--- config.mk ---
export PLATFORM = sky130hd
export DESIGN_NAME = flappy_game_fsm_flat
export DESIGN_NICKNAME = d
export VERILOG_FILES = /design/src/rtl/flappy_game_fsm_pkg.sv /design/src/rtl/flappy_game_fsm_if.sv /design/src/rtl/flappy_game_fsm_bcd.sv /design/src/rtl/flappy_game_fsm.sv /design/src/flat_wrapper.sv
export SDC_FILE = /design/constraint.sdc
export NUM_CORES = 1
export LEC_CHECK = 0
export BUFFER_PORTS_ARGS = -buffer_cell sky130_fd_sc_hd__buf_4
export CELL_PAD_IN_SITES_DETAIL_PLACEMENT = 1
export CELL_PAD_IN_SITES_GLOBAL_PLACEMENT = 2
export CORE_UTILIZATION = 30
export DETAILED_ROUTE_END_ITERATION = 6
export PLACE_DENSITY_LB_ADDON = 0.1
export SKIP_LAST_GASP = 1
export SLEW_MARGIN = 40
export SYNTH_ARGS = -nofsm -noshare
export SYNTH_HDL_FRONTEND = slang
export SYNTH_HIERARCHICAL = 1
export SYNTH_SLANG_ARGS = --single-unit
--- constraint.sdc ---
create_clock -name clk_ms -period 3.03 [get_ports clk_ms]
set_input_delay 0.606 -clock clk_ms [delete_from_list [all_inputs] [get_ports clk_ms]]
set_output_delay 0.606 -clock clk_ms [all_outputs]
set_load 0.03 [all_outputs]
--- src/rtl/flappy_game_fsm_pkg.sv ---
// Shared constants and helpers for the Flappy Bird datapath: game state
// encoding, screen geometry and BCD score arithmetic.
package flappy_pkg;

    typedef enum logic [1:0] {
        ST_IDLE = 2'd0,
        ST_PLAY = 2'd1,
        ST_FALL = 2'd2,
        ST_OVER = 2'd3
    } state_t;

    localparam int H_POS       = 320;
    localparam int BIRD_XWIDTH = 34;
    localparam int LAND_HEIGHT = 100;
    localparam int HOLDOFF_MS  = 500;

    localparam logic [9:0]  SCORE_X     = 10'(H_POS - BIRD_XWIDTH);
    localparam logic [12:0] LAND_Y      = 13'(LAND_HEIGHT);
    localparam logic [9:0]  HOLDOFF_MAX = 10'(HOLDOFF_MS);

    // Three-digit BCD ripple increment; 999 holds instead of wrapping.
    function automatic logic [11:0] bcd_inc_sat(input logic [11:0] value);
        logic [11:0] next;
        logic        carry;
        next  = value;
        carry = 1'b1;
        if (value != 12'h999) begin
            for (int d = 0; d < 3; d++) begin
                if (carry) begin
                    if (next[d*4 +: 4] == 4'd9) begin
                        next[d*4 +: 4] = 4'd0;
                    end else begin
                        next[d*4 +: 4] = next[d*4 +: 4] + 4'd1;
                        carry          = 1'b0;
                    end
                end
            end
        end
        return next;
    endfunction

endpackage

--- src/rtl/flappy_game_fsm_if.sv ---
// Game-sequencer signal bundle: the bird/pipe side drives the inputs
// (master), the sequencer drives state and scores (slave).
interface flappy_game_fsm_if;

    logic        button;
    logic        isDead;
    logic [12:0] V_pos;
    logic [9:0]  pip1_X;
    logic [1:0]  state;
    logic        scroll_en;
    logic [11:0] score;
    logic [11:0] best;
    logic        new_best;

    modport master (
        output button, isDead, V_pos, pip1_X,
        input  state, scroll_en, score, best, new_best
    );

    modport slave (
        input  button, isDead, V_pos, pip1_X,
        output state, scroll_en, score, best, new_best
    );

endinterface

--- src/rtl/flappy_game_fsm_bcd.sv ---
// Three-digit BCD up-counter with synchronous clear, saturating at 999.
module bcd_counter3
    import flappy_pkg::*;
(
    input  logic        clk,
    input  logic        rst_n,
    input  logic        i_clear,
    input  logic        i_inc,
    output logic [11:0] o_value
);

    logic [11:0] r_value;

    always_ff @(posedge clk or negedge rst_n) begin
        if (!rst_n) begin
            r_value <= '0;
        end else if (i_clear) begin
            r_value <= '0;
        end else if (i_inc) begin
            r_value <= bcd_inc_sat(r_value);
        end
    end

    assign o_value = r_value;

endmodule

--- src/rtl/flappy_game_fsm.sv ---
// Game sequencer: idle -> play -> fall -> over -> idle, with BCD score,
// best score and a restart holdoff after game over.
module flappy_game_fsm
    import flappy_pkg::*;
(
    input  logic              clk_ms,
    input  logic              rst_n,
    flappy_game_fsm_if.slave  bus
);

    state_t      r_state;
    logic [11:0] r_best;
    logic        r_new_best;
    logic [9:0]  r_holdoff;
    logic [1:0]  r_btn_q;
    logic [9:0]  r_pip1_X_q;

    logic        w_press;
    logic        w_cross;
    logic        w_score_clr;
    logic        w_score_inc;
    logic [11:0] w_score;

    // Bit 0 holds the newest button sample, bit 1 the one before it.
    assign w_press     = (r_btn_q == 2'b01);
    // Only a falling pip1_X can cross the score line, so a recycle jump never scores.
    assign w_cross     = (r_pip1_X_q >= SCORE_X) && (bus.pip1_X < SCORE_X);
    assign w_score_clr = (r_state == ST_IDLE) && w_press;
    assign w_score_inc = (r_state == ST_PLAY) && !bus.isDead && w_cross;

    bcd_counter3 u_score (
        .clk     (clk_ms),
        .rst_n   (rst_n),
        .i_clear (w_score_clr),
        .i_inc   (w_score_inc),
        .o_value (w_score)
    );

    always_ff @(posedge clk_ms or negedge rst_n) begin
        if (!rst_n) begin
            r_state    <= ST_IDLE;
            r_best     <= '0;
            r_new_best <= 1'b0;
            r_holdoff  <= '0;
            r_btn_q    <= '0;
            r_pip1_X_q <= '0;
        end else begin
            r_btn_q    <= {r_btn_q[0], bus.button};
            r_pip1_X_q <= bus.pip1_X;
            case (r_state)
                ST_IDLE: begin
                    if (w_press) begin
                        r_state    <= ST_PLAY;
                        r_new_best <= 1'b0;
                    end
                end
                ST_PLAY: begin
                    if (bus.isDead) begin
                        r_state <= ST_FALL;
                    end
                end
                ST_FALL: begin
                    if (bus.V_pos < LAND_Y) begin
                        r_state   <= ST_OVER;
                        r_holdoff <= '0;
                        // Plain unsigned compare orders BCD values correctly.
                        if (w_score > r_best) begin
                            r_best     <= w_score;
                            r_new_best <= 1'b1;
                        end
                    end
                end
                ST_OVER: begin
                    if (r_holdoff != HOLDOFF_MAX) begin
                        r_holdoff <= r_holdoff + 10'd1;
                    end
                    if (w_press && (r_holdoff == HOLDOFF_MAX)) begin
                        r_state <= ST_IDLE;
                    end
                end
            endcase
        end
    end

    assign bus.state     = r_state;
    assign bus.scroll_en = (r_state == ST_PLAY);
    assign bus.score     = w_score;
    assign bus.best      = r_best;
    assign bus.new_best  = r_new_best;

endmodule

--- src/flat_wrapper.sv ---
// flat-port wrapper written by rule: the top's interface ports become plain ports
module flappy_game_fsm_flat import flappy_pkg::*;
  (clk_ms, rst_n, bus_button, bus_isDead, bus_V_pos, bus_pip1_X, bus_state, bus_scroll_en, bus_score, bus_best, bus_new_best);
  flappy_game_fsm_if bus_i ();
  input  logic clk_ms;
  input  logic rst_n;
  input wire logic [$bits(bus_i.button)-1:0] bus_button;
  input wire logic [$bits(bus_i.isDead)-1:0] bus_isDead;
  input wire logic [$bits(bus_i.V_pos)-1:0] bus_V_pos;
  input wire logic [$bits(bus_i.pip1_X)-1:0] bus_pip1_X;
  output wire logic [$bits(bus_i.state)-1:0] bus_state;
  output wire logic [$bits(bus_i.scroll_en)-1:0] bus_scroll_en;
  output wire logic [$bits(bus_i.score)-1:0] bus_score;
  output wire logic [$bits(bus_i.best)-1:0] bus_best;
  output wire logic [$bits(bus_i.new_best)-1:0] bus_new_best;
  assign bus_i.button = bus_button;
  assign bus_i.isDead = bus_isDead;
  assign bus_i.V_pos = bus_V_pos;
  assign bus_i.pip1_X = bus_pip1_X;
  assign bus_state = bus_i.state;
  assign bus_scroll_en = bus_i.scroll_en;
  assign bus_score = bus_i.score;
  assign bus_best = bus_i.best;
  assign bus_new_best = bus_i.new_best;
  flappy_game_fsm u_core (.clk_ms(clk_ms), .rst_n(rst_n), .bus(bus_i));
endmodule
* Word-level counts from Yosys, hierarchy flattened
Cells that the tools add are included.
** Storage, ports and cells
- Register bits :: 49
- Logic and storage cells :: 82
- Output and inout port bits :: 28
** Operators by class
- Reductions and logical operators :: 20
- Multiplexer cells :: 29
- Add/sub/neg operators :: 4
- Equal/unequal tests :: 16
- Order comparisons :: 4
** Operator list (count)
- 12-bit 2-to-1 mux :: 3
- 10-bit 2-to-1 mux :: 2
- 4-bit 2-to-1 mux :: 5
- 10-bit one-hot mux with 2 select lines :: 1
- 13-bit by 7-bit less-than comparator with 1-bit output (second input constant) :: 1
- 4-bit by 1-bit adder with 4-bit output (second input constant) :: 3
- 4-bit equality test (second input constant) :: 3
- 12-bit greater-than comparator :: 1
- 1-bit 2-to-1 mux :: 12
- 12-bit inequality test (second input constant) :: 1
- 3-bit AND reduction :: 4
- 2-bit nonzero test :: 6
- 10-bit by 1-bit adder with 10-bit output (second input constant) :: 1
- 10-bit by 9-bit equality test with 1-bit output (second input constant) :: 1
- 10-bit by 9-bit >= comparator with 1-bit output (second input constant) :: 1
- 10-bit by 9-bit less-than comparator with 1-bit output (second input constant) :: 1
- 10-bit by 9-bit inequality test with 1-bit output (second input constant) :: 1
- 2-bit by 1-bit inequality test with 1-bit output (second input constant) :: 5
- 2-bit 2-to-1 mux :: 4
- 2-bit one-hot mux with 4 select lines :: 1
- 4-bit AND reduction :: 2
- 1-bit logical AND :: 5
- 2-bit by 1-bit equality test with 1-bit output (second input constant) :: 2
- 2-bit equality test (second input constant) :: 2
- other kinds (5) :: 5

* Logic depth before layout (Yosys ltp)
Gate-level depths: netlist (run 1).
- Depth in word-level cells :: 13
- Gate-level depth with buffers :: 9

* Cells and area by module
The synthesis (run 1) kept the hierarchy.
** Modules (own cells, without submodules)
- flappy_game_fsm :: times used 1, cells each 176, area an instance 1940.6 µm²
- bcd_counter3 :: times used 1, cells each 77, area an instance 745.7 µm²

* Worst setup path before layout (run 1)
OpenSTA, ideal clock, no wires.
- Path kind :: register to register
- Start point :: register u_core.r_state[1] (netlist: u_core/bus.state[1])
- End point :: register u_core.u_score.r_value[9] (netlist: u_core/u_score/o_value[9])
- Setup slack :: 0.232 ns
- Buffers on the path :: 2
- Cell stages (with the launch flop) :: 10
- Arrival :: 2.720 ns
- Cells stage by stage :: dfrtp_1 -> inv_1 -> ha_1 -> or2b_2 -> a2111oi_0 -> buf_4 -> nand4b_2 -> buf_6 -> or4_1 -> a21oi_1
** Between the ends
- Longest elaborated chain between the ends :: 5
- Elaborated cells on any way between the ends :: 10
- Those cells by class :: 1 x eq/ne; 1 x mux; 8 x reduce/logical
** RTL lines
- start, declared :: line flappy_game_fsm.sv:11 : state_t r_state;
- start signal, assigned :: line flappy_game_fsm.sv:41 : r_state <= ST_IDLE;
- start signal, assigned :: line flappy_game_fsm.sv:53 : r_state <= ST_PLAY;
- start signal, assigned :: line flappy_game_fsm.sv:59 : r_state <= ST_FALL;
- 2-bit by 1-bit equality test with 1-bit output
- net bus_scroll_en :: line flat_wrapper.sv:12 : output wire logic [$bits(bus_i.scroll_en)-1:0] bus_scroll_en;
- 1-bit logical AND (2 in a row) :: line flappy_game_fsm.sv:29 : assign w_score_inc = (r_state == ST_PLAY) && !bus.isDead && w_cross;
- net u_core.w_score_inc :: line flappy_game_fsm.sv:21 : logic w_score_inc;
- 2-bit nonzero test (no line)
- 3-bit AND reduction (no line)
- end signal, assigned :: line flappy_game_fsm_bcd.sv:20 : r_value <= bcd_inc_sat(r_value);
- end, declared :: line flappy_game_fsm_bcd.sv:12 : logic [11:0] r_value;
The timed path passes the listed nets, and every way through them passes these cells.
A chain may end at the register's enable or synchronous reset.

* Worst setup path in the final report (run 1)
- Start point :: register u_core.r_state[1] (netlist: u_core/bus.state[1])
- End point :: register u_core.u_score.r_value[11] (netlist: u_core/u_score/o_value[11])
** Between the ends
- Longest elaborated chain between the ends :: 5
- Elaborated cells on any way between the ends :: 10
- Those cells by class :: 1 x eq/ne; 1 x mux; 8 x reduce/logical
** RTL lines (line)
- 2-bit by 1-bit equality test with 1-bit output :: flappy_game_fsm.sv:29
- 1-bit logical AND (2 in a row) :: flappy_game_fsm.sv:29
- net u_core.w_score_inc :: flappy_game_fsm.sv:21
- 2-bit nonzero test (no line)
- 3-bit AND reduction (no line)
The timed path passes the listed nets, and every way through them passes these cells.

==> results of run 1 <==
[through the flow]
stage | power (mW) | setup WS (ps) | cell area [um2] | hold slack, ps
2_1_floorplan | 1.52 | 232 | 2690 | 310
3_3_place_gp | 1.82 | 307 | 3210 | 361
3_5_place_dp | 1.84 | 271 | 3210 | 364
4_1_cts | 2.49 | 267 | 3360 | 348
5_1_grt | 2.63 | 85.9 | 3360 | 366
6_report | 2.45 | 319 | 3360 | 315
[cell usage in the layout, fill, tap and decap left out, types with 3 or more instances in the layout]
cell       netlist  routed
a31oi_1          3       3
dfrtp_1         48      48
ha_1            22      22
nand4b_1         3       3
or4_1            7       7
nor2_1           7       7
mux2_1          10      10
nand3_1          7       7
o21ai_0         12      12
bufinv_16        0       3
nand4_1          5       5
nor3_1           6       6
clkbuf_8         0       5
nand2_1         14      14
inv_1           24      24
mux2_2           3       3
o31ai_1          5       5
xnor2_1          3       3
nor2b_1          4       4
a21oi_1         18      18
buf_4            3      57
[cells by family after synthesis]
family / Yosys count
flops: 48
simple gates: 78
xor+xnor: 4
compound gates: 54
buf+inv: 32
fa+ha+maj: 22
mux: 15
[worst min path at each step]
| stage | from | slack [ps] | cells after the start | end |
|---|---|---|---|---|
| floorplan | rst_n | 310 | 0 | u_core/bus.best[0] |
| global placement | u_core/r_btn_q[0] | 360 | 0 | u_core/r_btn_q[1] |
| detailed placement | u_core/r_btn_q[0] | 360 | 0 | u_core/r_btn_q[1] |
| CTS | rst_n | 350 | 1 | u_core/bus.best[8] |
| global route | rst_n | 370 | 1 | u_core/r_pip1_X_q[2] |
| finish | rst_n | 320 | 1 | u_core/r_pip1_X_q[2] |
[registers in the layout, indices dropped and copies added (netlist names)]
| register | cells |
|---|---|
| u_core/bus.state | 2 |
| u_core/u_score/o_value | 12 |
| u_core/r_holdoff | 10 |
| u_core/bus.new_best | 1 |
| u_core/r_pip1_X_q | 9 |
| u_core/bus.best | 12 |
| u_core/r_btn_q | 2 |
[synthesized netlist by cell type, types with 4 or more instances]
master	instances	area share [%]
mux2_1	10	4.2
ha_1	22	10
nand4_1	5	1.2
nand3_1	7	1.3
or4_1	7	2.0
inv_1	24	3.4
dfrtp_1	48	45
a21oi_1	18	3.4
nor3_1	6	1.1
nor2_1	7	0.98
o31ai_1	5	1.4
nand2_1	14	2.0
nor2b_1	4	0.93
o21ai_0	12	2.2
[final cells by class]
cell class	instances	share of cell area, %
multi-input cells	173	40.2
flip-flops and latches	48	35.7
repair buffers	57	12.7
well taps	108	4.02
clock inverters	3	2.68
inverters	24	2.68
clock buffers	5	2.05
[power by group]
group          internal [mW]  switching, mW
Combinational          0.408          0.520
Clock                  0.413          0.224
Sequential             0.744          0.145
Total                   1.56          0.889
[routing by layer]
layer | share of wire (%) | GRT usage (%) | vias up
met2 | 48 | 24.5 | 33
met1 | 48 | 19.7 | 1056
met5 | 0 | 0 | -
li1 | - | - | 1032
met3 | 3.0 | 2.67 | 6
met4 | 1.0 | 3.79 | 0
==> summary.txt, run 1 <==
Critical path
  • Levels on crit path: 7
  • Critical path cell sequence: inv_1, ha_1, or2b_2, a2111oi_2, nand4b_2, or4_1, a21oi_1
  • FF-to-FF End: u_core/u_score/o_value[11]
  • Worst setup SP type: flip-flop
  • Slowest-stage cell, CP: or4_1
  • Endpoint type of the worst setup path: flip-flop
  • Worst r2r src: u_core/bus.state[1]
  • Critical Path AT: 2930 ps
  • R2r setup slk: 320 ps
  • Crit. Startpoint: u_core/bus.state[1]
  • Crit path capture: u_core/u_score/o_value[11]
  • Setup CP Type: reg2reg
  • Buf+Inv Stages, Crit Path: 1
  • Crit path max-delay family: simple AND/OR/NAND/NOR gates
  • Crit Path Max Fanout: 13
  • Crit-path max cell delay: 590 ps
  • Worst r2r path cells: 7
  • WP data required: 3250 ps

Floorplanning
  • Core footprint: 0.00868 mm2
  • Ports: 55
  • Starting Density: 31.0%
  • Chip height: 96.6 um
  • Die width: 96.6 um
  • Std-Cell Rows: 34
  • Total die area: 0.00934 mm2

Finish
  • Sequential standard cell area: 0.00120 mm2
  • Final core area utilization: 38.8%
  • Fin cells: 418
  • Inserted Diodes: 0
  • Fillers: 1018
  • Area taken by multi-input logic gates: 0.00135 mm2
  • Layout area overhead: 25.2%
  • Share of cells above drive strength 1: 26.8%
  • Nets: 358

Synth
  • Number of enable flip-flop cells after synthesis: 0
  • Synth Net Count: 302
  • Ys async rst share: 100%
  • Post-synthesis cell area: 0.00269 mm2
  • XOR/XNOR Fraction of Synth Area: 1.30%
  • Sequential area share after synthesis: 44.7%
  • Warnings from Yosys: 6
  • Synthesized flop and latch total: 48
  • Mux contribution to synthesized area: 6.38%
  • Largest family of logic cells by synthesized area: simple AND/OR/NAND/NOR gates
  • Post-Synth Simple-Gate Area: 18.9%
  • Ys flop type: dfrtp_1
  • Avg Inst Size Synth: 10.6 um2
  • Synth Area in Adders: 10.2%
  • Gate Count Post-Synth: 253
  • Netlist cell types: 60
  • Compound-Gate Fraction of Synth Area: 13.2%

STA
  • Minimum clock period: 2710 ps
  • Final Hold Vio Count: 0
  • Layout Skew: 6.38 ps
  • Unrepaired setup endpoints after global routing: false
  • Total negative setup slack: 0 ps
  • Worst slew margin: 52.7%
  • Final Slew Violations: 0
  • Final setup fails: 0
  • Fin crit share: 89.5%
  • Max Freq: 369 MHz
  • Worst slew pin tran: 709 ps

Placed design
  • Placed wire-length estimate after detailed placement: 4.66 mm
  • Dpl cells: 410
  • PortBufs: 51
  • Gp weighted congestion: 0.713

CTS
  • TritonCTS Buffers: 5
  • Root buffer cell: clkbuf_8
  • Clock-pin slew on the worst setup and hold paths: 90 ps
  • Hold_buf cts: 0
  • # clock sinks: 48
  • # H-tree levels: 2
  • Clock tree buffer depth: 2
  • Post-CTS sizing: 0
  • Clk_lat worst skew: 300 ps
  • Setup bufs post-CTS: 0
  • CTS tree: yes

GRT
  • GRT Residual Overflow: 0
  • Pin count of the biggest net entering global routing: 49
  • Total GRT Usage: 14.7%
  • Initial antenna violation count: 0
  • Vias in the first global route: 2312
  • First-pass GRT wire length: 11.4 mm

Run status
  • Status: finished, final reports clean

Power
  • Leakage: 1.56 nW
  • VDD IR max: 291 uV
  • Power per Cell Area: 729 mW/mm2

Route
  • Drt total wl: 6.43 mm
  • Vias per std cell: 5.09
  • Post-route ant nets: 0
  • Pre-antenna DRT Iters: 4
  • DRC Markers: 0
  • Vias: 2127
  • Wirelength per Cell: 15.4 um
  • Initial DRC count: 39

Min path
  • HP Class: in2async

Run
  • MaxCap Viol Count: 0
Power figures use the tool's default switching activity.
==> run 2: changes to the inputs <==
--- a/config.mk
+++ b/config.mk
@@ -10,7 +10,7 @@
 export CELL_PAD_IN_SITES_GLOBAL_PLACEMENT = 2
 export CORE_UTILIZATION = 30
 export DETAILED_ROUTE_END_ITERATION = 6
-export PLACE_DENSITY_LB_ADDON = 0.1
+export PLACE_DENSITY = 0.8
 export SKIP_LAST_GASP = 1
 export SLEW_MARGIN = 40
 export SYNTH_ARGS = -nofsm -noshare
==> run 2 against run 1 <==
Compared with the run above:
- cell count decreased by 0.96%
- setup slack got worse by 36 ps
- sequential cell count did not move
- worst hold slack worse by 4.3 ps
- utilization down 0.81 points
- final area fell by 2.1%
- critical path type unchanged
- highest routed layer unchanged
==> summary.txt, run 2 (synthesized netlist as in run 1, its figures left out) <==
Finish
  • Area taken by multi-input logic gates: 0.00136 mm2 (was 0.00135 mm2)
  • Most frequent cells in the layout: buf_4, dfrtp_1, inv_1, ha_1, a21oi_1 (unchanged)
  • Inserted Diodes: 0 (unchanged)
  • Fillers: 1004 (was 1018)
  • Most common cell after layout, fill and taps aside: buf_4 (unchanged)
  • Share of cells above drive strength 1: 26.1% (was 26.8%)
  • Sequential standard cell area: 0.00120 mm2 (unchanged)
  • Nets: 354 (was 358)
  • Layout area overhead: 22.6% (was 25.2%)

Placed design
  • Gp weighted congestion: 0.760 (was 0.713)
  • Placed wire-length estimate after detailed placement: 4.67 mm (was 4.66 mm)
  • PortBufs: 51 (unchanged)

STA
  • Total negative setup slack: 0 ps (unchanged)
  • Max Freq: 364 MHz (was 369 MHz)
  • Fin crit share: 90.7% (was 89.5%)
  • Minimum clock period: 2750 ps (was 2710 ps)
  • Final Slew Violations: 0 (unchanged)
  • Unrepaired setup endpoints after global routing: false (unchanged)
  • Final Hold Vio Count: 0 (unchanged)
  • Layout Skew: 5.98 ps (was 6.38 ps)
  • Worst slew pin tran: 713 ps (was 709 ps)
  • Worst slew margin: 52.1% (was 52.7%)
  • Final setup fails: 0 (unchanged)

Route
  • DRC Markers: 0 (unchanged)
  • Wirelength per Cell: 15.3 um (was 15.4 um)
  • Vias: 2160 (was 2127)
  • Drt total wl: 6.33 mm (was 6.43 mm)
  • Pre-antenna DRT Iters: 4 (unchanged)
  • Initial DRC count: 66 (was 39)
  • Vias per std cell: 5.22 (was 5.09)
  • Post-route ant nets: 0 (unchanged)

Critical path
  • Worst setup SP type: flip-flop (unchanged)
  • Buf+Inv Stages, Crit Path: 1 (unchanged)
  • Crit path max-delay family: simple AND/OR/NAND/NOR gates (unchanged)
  • Crit Path Max Fanout: 13 (unchanged)
  • Slowest-stage cell, CP: or4_1 (unchanged)
  • Critical path cell sequence: inv_1, ha_1, or2b_2, a2111oi_2, nand4b_2, or4_1, a21oi_1 (unchanged)
  • Endpoint type of the worst setup path: flip-flop (unchanged)
  • Crit-path max cell delay: 600 ps (was 590 ps)
  • Setup CP Type: reg2reg (unchanged)
  • Critical Path AT: 2970 ps (was 2930 ps)
  • WP data required: 3250 ps (about the same)

Floorplanning
  • Total die area: 0.00934 mm2 (unchanged)
  • Ports: 55 (unchanged)
  • Core footprint: 0.00868 mm2 (unchanged)
  • Starting Density: 31.0% (unchanged)
  • Chip height: 96.6 um (unchanged)
  • Std-Cell Rows: 34 (unchanged)
  • Die width: 96.6 um (unchanged)

GRT
  • Pin count of the biggest net entering global routing: 49 (unchanged)
  • Vias in the first global route: 2251 (was 2312)
  • Total GRT Usage: 14.2% (was 14.7%)
  • GRT Residual Overflow: 0 (unchanged)
  • Initial antenna violation count: 0 (unchanged)
  • First-pass GRT wire length: 10.9 mm (was 11.4 mm)

CTS
  • TritonCTS Buffers: 5 (unchanged)
  • CTS tree: yes (unchanged)
  • Clock tree buffer depth: 2 (unchanged)
  • Root buffer cell: clkbuf_8 (unchanged)
  • Clock-pin slew on the worst setup and hold paths: 90 ps (about the same)
  • Clk_lat worst skew: 300 ps (about the same)
  • # clock sinks: 48 (unchanged)
  • # H-tree levels: 2 (unchanged)
  • Post-CTS sizing: 0 (unchanged)
  • Setup bufs post-CTS: 0 (unchanged)
  • Hold_buf cts: 0 (unchanged)

Min path
  • HP Class: in2async (unchanged)

Power
  • Power per Cell Area: 692 mW/mm2 (was 729 mW/mm2)
  • Final Total Pwr: 2.28 mW (was 2.45 mW)
  • Leakage: 1.51 nW (was 1.56 nW)
  • VDD IR max: 252 uV (was 291 uV)

Run
  • MaxCap Viol Count: 0 (unchanged)

Run status
  • Status: finished, final reports clean (unchanged)
run 2: changes by cell type in the layout (fill, tap and decap cells not counted), sizes merged:
cell      previous run  this run
bufinv               3         1
clkinvlp             0         1
buf                 57        53
clkinv               0         1
run 2: routing by layer:
| layer | vias up | GRT usage (%) | routed length [um] |
|---|---|---|---|
| met5 | - | 0 | 0 |
| met4 | 0 | 4.25 | 71 |
| met3 | 7 | 2.96 | 200 |
| met2 | 32 | 24.9 | 3240 |
| met1 | 1099 | 17.4 | 2820 |
| li1 | 1022 | - | - |
run 2: stage by stage:
step	cells	util [%]	setup WS [ps]	cell area (um2)	hold slack, ps
final	414	38.0	283	3290	311
after global routing	414	38.0	79.9	3290	358
after CTS	414	38.0	254	3290	331
after detailed placement	406	36.7	286	3180	376
after global placement	406	36.6	317	3180	379
after floorplan	253	-	232	2690	310
run 2: worst paths after layout:
kind | from | endpoint | slack (ps) | cells past startpoint
min in group clk_ms | u_core/r_btn_q[0] | u_core/r_btn_q[1] | 390 | 0
max in group asynchronous | rst_n | u_core/bus.new_best | 2300 | 1
min | rst_n | u_core/r_pip1_X_q[3] | 310 | 1
max reg2reg | u_core/bus.state[1] | u_core/u_score/o_value[11] | 280 | 7
max | u_core/bus.state[1] | u_core/u_score/o_value[11] | 280 | 7
min reg2reg | u_core/r_btn_q[0] | u_core/r_btn_q[1] | 390 | 0
run 2: layout make-up:
cell class / count / area share (%)
clock buffers: 5 / 2.09
clock inverters: 3 / 1.29
inverters: 24 / 2.73
multi-input cells: 173 / 41.2
flip-flops and latches: 48 / 36.5
well taps: 108 / 4.10
repair buffers: 53 / 12.1
run 2: worst reg2reg max path: stages (launching register included):
cell and delay, ps:
dfrtp_1 440, inv_1 100, ha_1 170, or2b_2 320, a2111oi_2 510, nand4b_2 360, or4_1 600, a21oi_1 170
run 2: report_power, final:
group | total [mW] | switching (mW) | internal, mW
sequential | 0.890 | 0.145 | 0.744
combinational | 0.922 | 0.521 | 0.401
clock | 0.468 | 0.224 | 0.244
